`src/rtl/sipo_deser_if.sv`:
```
// Serial receive link plus parallel word handshake for sipo_deser.
// valid/ready: a word transfers on a clk edge where pout_valid & pout_ready; pout is stable while pout_valid=1.
interface sipo_deser_if #(
    parameter int WIDTH = 4
);
    logic             sin;
    logic             sin_en;
    logic             sync;
    logic [WIDTH-1:0] pout;
    logic             pout_valid;
    logic             pout_ready;
    logic             busy;
    logic             overrun;

    modport master (
        output sin, sin_en, sync, pout_ready,
        input  pout, pout_valid, busy, overrun
    );

    modport slave (
        input  sin, sin_en, sync, pout_ready,
        output pout, pout_valid, busy, overrun
    );
endinterface

```
`src/rtl/sipo_deser.sv`:
```
// Serial-in parallel-out receiver: assembles WIDTH-bit words from a bit stream
// and presents them on a registered valid/ready output, flagging dropped words.
module sipo_deser #(
    parameter int WIDTH     = 4,
    parameter bit MSB_FIRST = 1'b1
) (
    input logic         clk,
    input logic         rst,
    sipo_deser_if.slave bus
);
    localparam int CW = (WIDTH > 2) ? $clog2(WIDTH) : 1;
    localparam logic [CW-1:0] LAST = CW'(WIDTH - 1);

    // Only WIDTH-1 partial bits ever need storing; the last bit comes straight from sin.
    logic [WIDTH-2:0] shreg, shreg_base, shreg_nxt;
    logic [WIDTH-1:0] word;
    logic [CW-1:0]    cnt, cnt_eff, cnt_nxt;
    logic             complete;
    logic             accept;
    logic [WIDTH-1:0] pout_q;
    logic             valid_q;
    logic             overrun_q;

    always_comb begin
        cnt_eff    = bus.sync ? '0 : cnt;
        shreg_base = bus.sync ? '0 : shreg;
        complete   = bus.sin_en && (cnt_eff == LAST);
        cnt_nxt    = cnt_eff;
        shreg_nxt  = shreg_base;
        if (MSB_FIRST) begin
            word = {shreg_base, bus.sin};
        end else begin
            word = {bus.sin, shreg_base};
        end
        if (bus.sin_en) begin
            shreg_nxt = MSB_FIRST ? word[WIDTH-2:0] : word[WIDTH-1:1];
            cnt_nxt   = complete ? '0 : cnt_eff + CW'(1);
        end
    end

    assign accept = valid_q & bus.pout_ready;

    always_ff @(posedge clk) begin
        if (rst) begin
            cnt   <= '0;
            shreg <= '0;
        end else begin
            cnt   <= cnt_nxt;
            shreg <= shreg_nxt;
        end
    end

    // A completed word may replace the held one only if it leaves this same edge.
    always_ff @(posedge clk) begin
        if (rst) begin
            pout_q    <= '0;
            valid_q   <= 1'b0;
            overrun_q <= 1'b0;
        end else if (complete && (!valid_q || accept)) begin
            pout_q  <= word;
            valid_q <= 1'b1;
        end else if (complete) begin
            overrun_q <= 1'b1;
        end else if (accept) begin
            valid_q <= 1'b0;
        end
    end

    assign bus.pout       = pout_q;
    assign bus.pout_valid = valid_q;
    assign bus.overrun    = overrun_q;
    assign bus.busy       = (cnt != '0);
endmodule

```
`src/flat_wrapper.sv`:
```
// flat-port wrapper written by rule: the top's interface ports become plain ports
module sipo_deser_flat 
#(
    parameter int WIDTH     = 4,
    parameter bit MSB_FIRST = 1'b1
)
  (clk, rst, bus_sin, bus_sin_en, bus_sync, bus_pout_ready, bus_pout, bus_pout_valid, bus_busy, bus_overrun);
  sipo_deser_if #(.WIDTH(WIDTH)) bus_i ();
  input logic clk;
  input logic rst;
  input wire logic [$bits(bus_i.sin)-1:0] bus_sin;
  input wire logic [$bits(bus_i.sin_en)-1:0] bus_sin_en;
  input wire logic [$bits(bus_i.sync)-1:0] bus_sync;
  input wire logic [$bits(bus_i.pout_ready)-1:0] bus_pout_ready;
  output wire logic [$bits(bus_i.pout)-1:0] bus_pout;
  output wire logic [$bits(bus_i.pout_valid)-1:0] bus_pout_valid;
  output wire logic [$bits(bus_i.busy)-1:0] bus_busy;
  output wire logic [$bits(bus_i.overrun)-1:0] bus_overrun;
  assign bus_i.sin = bus_sin;
  assign bus_i.sin_en = bus_sin_en;
  assign bus_i.sync = bus_sync;
  assign bus_i.pout_ready = bus_pout_ready;
  assign bus_pout = bus_i.pout;
  assign bus_pout_valid = bus_i.pout_valid;
  assign bus_busy = bus_i.busy;
  assign bus_overrun = bus_i.overrun;
  sipo_deser #(.WIDTH(WIDTH), .MSB_FIRST(MSB_FIRST)) u_core (.clk(clk), .rst(rst), .bus(bus_i));
endmodule
```
`config.mk`:
```
export PLATFORM = sky130hd
export DESIGN_NAME = sipo_deser_flat
export DESIGN_NICKNAME = d
export VERILOG_FILES = /design/src/rtl/sipo_deser_if.sv /design/src/rtl/sipo_deser.sv /design/src/flat_wrapper.sv
export SDC_FILE = /design/constraint.sdc
export NUM_CORES = 1
export LEC_CHECK = 0
export ABC_AREA = 1
export BUFFER_PORTS_ARGS = -buffer_cell sky130_fd_sc_hd__buf_4
export CORE_MARGIN = 3
export CORE_UTILIZATION = 28
export DETAILED_ROUTE_END_ITERATION = 10
export SETUP_SLACK_MARGIN = 0.1
export SYNTH_ARGS = -nofsm -noshare
export SYNTH_HDL_FRONTEND = slang
export SYNTH_SLANG_ARGS = --single-unit
```
`constraint.sdc`:
```
create_clock -name clk -period 1.5 [get_ports clk]
set_input_delay 0.15 -clock clk [delete_from_list [all_inputs] [get_ports clk]]
set_output_delay 0.15 -clock clk [all_outputs]
set_load 0.03 [all_outputs]
```
==> results.sh <==
export IMPL_fin_nets=86
export IMPL_ys_seq_area_share_pct=47.8
export IMPL_syn_nets=69
export IMPL_clock_latency_ns=0.26
export IMPL_ff2ff_path_depth=8
export IMPL_critPathLaunchType="flop"
export IMPL_crit_cells=8
export IMPL_place_area_sq_um=571
export IMPL_cts_num_sinks=11
export IMPL_cts_resized=0
export IMPL_n_fill_cell=165
export IMPL_dp_hpwl_um=663
export IMPL_power_density_nw_per_um2=921
export IMPL_gp_congestion=0.740
export IMPL_cpPeakStageDelay_ns=0.31
export IMPL_die_width_um=46.6
export IMPL_port_buffer_count=12
export IMPL_synth_seq_cells=11
export IMPL_status="completed"
export IMPL_fin_crit_ns=1.15
export IMPL_clk_pin_slew_ns=0.07
export IMPL_grt_usage_pct=9.87
export IMPL_skew_ns=0.00219
export IMPL_stdcell_count=94
export IMPL_dr_pass1_iters=4
export IMPL_p_total_mw=0.550
export IMPL_cp_required_ns=1.66
export IMPL_grt_overflow=0
export IMPL_slowest_stage="dfxtp_1"
export IMPL_routed_via_density=4.59
export IMPL_drt_total_wl_um=876
export IMPL_timing_hold_violations_final=0
export IMPL_vias=431
export IMPL_cp_cell_sequence="inv_1 -> nor2_1 -> ha_1 -> nand2_2 -> clkinv_4 -> nand3_1 -> nand2_1 -> nor2_1"
export IMPL_critical_path_class="flop to flop"
export IMPL_antenna_cells=0
export IMPL_cpMostUsedCell="nor2_1"
export IMPL_ctsLongestPathBuffers=2
export IMPL_min_path_type="primary input to flop"
export IMPL_htree_levels=1
export IMPL_critPathBufInv=2
export IMPL_relSlewSlack_pct=80.8
export IMPL_cp_startpoint="u_core.cnt[0]"
export IMPL_start_util_pct=30.2
export IMPL_die_area_sq_um=2170
export IMPL_yosysWarnings=0
export IMPL_fmax_mhz=873
export IMPL_syn_inst=62
export IMPL_rsz0062_at_grt="no"
export IMPL_r2r_end="u_core.bus.pout[3]"
export IMPL_synthToLayoutAreaGrowth_pct=29.6
export IMPL_yosysUniqueCellTypes=13
export IMPL_ant_nets=0
export IMPL_cts_tree="done"
export IMPL_grt_max_degree=10
export IMPL_rows=14
export IMPL_period_share_pct=76.4
export IMPL_postCtsHoldBufs=0
export IMPL_antenna_found_initial=0
export IMPL_layout_drive_gt1_share_pct=24.4
export IMPL_synth_avg_cell_area_sq_um=7.43
export IMPL_r2r_start="u_core.cnt[0]"
export IMPL_p_leak_nw=0.280
export IMPL_wl_per_cell_um=9.32
export IMPL_drc=0
export IMPL_postLayoutCellArea_sq_um=597
export IMPL_reg2reg_setup_slack_ns=0.35
export IMPL_cts_setup_buffers=0
export IMPL_worst_pin_slew_ns=0.288
export IMPL_timing_setup_tns_ns=0
export IMPL_drv_cap=0
export IMPL_critPathCaptureType="flop"
export IMPL_root_buffer="clkbuf_4"
export IMPL_numCtsBuffers=3
export IMPL_maxSlewViolCount=0
export IMPL_cp_max_fo=9
export IMPL_die_h_um=46.6
export IMPL_dr_first_iter_drc_count=9
export IMPL_endpoint="u_core.bus.pout[3]"
export IMPL_syn_area_sq_um=460
export IMPL_dp_cells=90
export IMPL_grt_pass1_vias=356
export IMPL_grt_pass1_wl_mm=1.43
export IMPL_ios=13
export IMPL_fp_coreArea_sq_um=1520
export IMPL_crit_arrival_ns=1.31
export IMPL_vdd_ir_drop_max_mv=0.480
export IMPL_setup_viol=0
export IMPL_crit_family="simple AND/OR/NAND/NOR gates"
## synth_stat cells
cell type / n / area share (%)
o21ai_0: 1 / 1.1
a21oi_2: 1 / 1.9
nor2_1: 6 / 4.9
nand2_2: 1 / 1.4
dfxtp_1: 11 / 48
o21ai_1: 1 / 1.1
clkinv_4: 1 / 1.9
nand3_2: 1 / 2.2
nand3_1: 5 / 5.4
nand2_1: 15 / 12
a21oi_1: 10 / 11
ha_1: 1 / 2.7
inv_1: 8 / 6.5
## layout make-up
cell class	count	area, sq um	share of cell area (%)
repair buffers	12	90.1	15.1
multi-input cells	42	201	33.8
flip-flops and latches	11	220	36.9
inverters	9	38.8	6.50
well taps	16	20.0	3.35
clock buffers	4	26.3	4.40
## placed cells by master, fill, tap and decap left out, drive strengths merged
cell type,n
a21oi,11
nor2,6
o21ai,2
clkbuf,4
buf,12
inv,8
ha,1
dfxtp,11
nand2,16
nand3,6
clkinv,1
## logic make-up after synthesis
kind of cell    synth area share [%]
buf+inv                         8.42
flops                           47.8
compound gates                  14.9
fa+ha+maj                       2.72
simple gates                    26.1
## sequential cells by signal, indices dropped and copies added (netlist names)
| name | cells |
|---|---|
| u_core.bus.pout_valid | 1 |
| u_core.bus.pout | 4 |
| u_core.cnt | 2 |
| u_core.bus.overrun | 1 |
| u_core.shreg | 3 |
## where the power goes
part           switching [mW]  leakage, nW  internal, mW
combinational          0.0304        0.176        0.0208
sequential            0.00172       0.0895         0.299
clock                  0.0948       0.0150         0.103
total                   0.127        0.280         0.423
## worst min-delay path by stage
stage,from,end,slack (ns),depth (start not counted)
after floorplan,rst,u_core.bus.overrun,0.21,1
after global placement,rst,u_core.bus.overrun,0.35,2
after detailed placement,rst,u_core.bus.overrun,0.35,2
after CTS,rst,u_core.bus.overrun,0.07,2
after global routing,rst,u_core.bus.overrun,0.08,2
final,rst,u_core.bus.overrun,0.08,2
## routing by layer
metal,track usage (%),vias to the layer above,part of all wire (%)
met5,0,-,0
met4,10.2,0,3.5
met3,3.91,4,8.1
met2,13.5,14,41
met1,11.0,179,47
li1,-,234,-
## stage by stage
stage	hold slack, ns	utilization [%]	worst slack, ns
floorplan	0.212	-	0.425
global placement	0.353	37.4	0.392
detailed placement	0.353	37.4	0.370
CTS	0.0676	39.2	0.357
global route	0.0814	39.2	0.224
finish	0.0758	39.2	0.354
No activity file was read; power rests on OpenSTA's default activity.
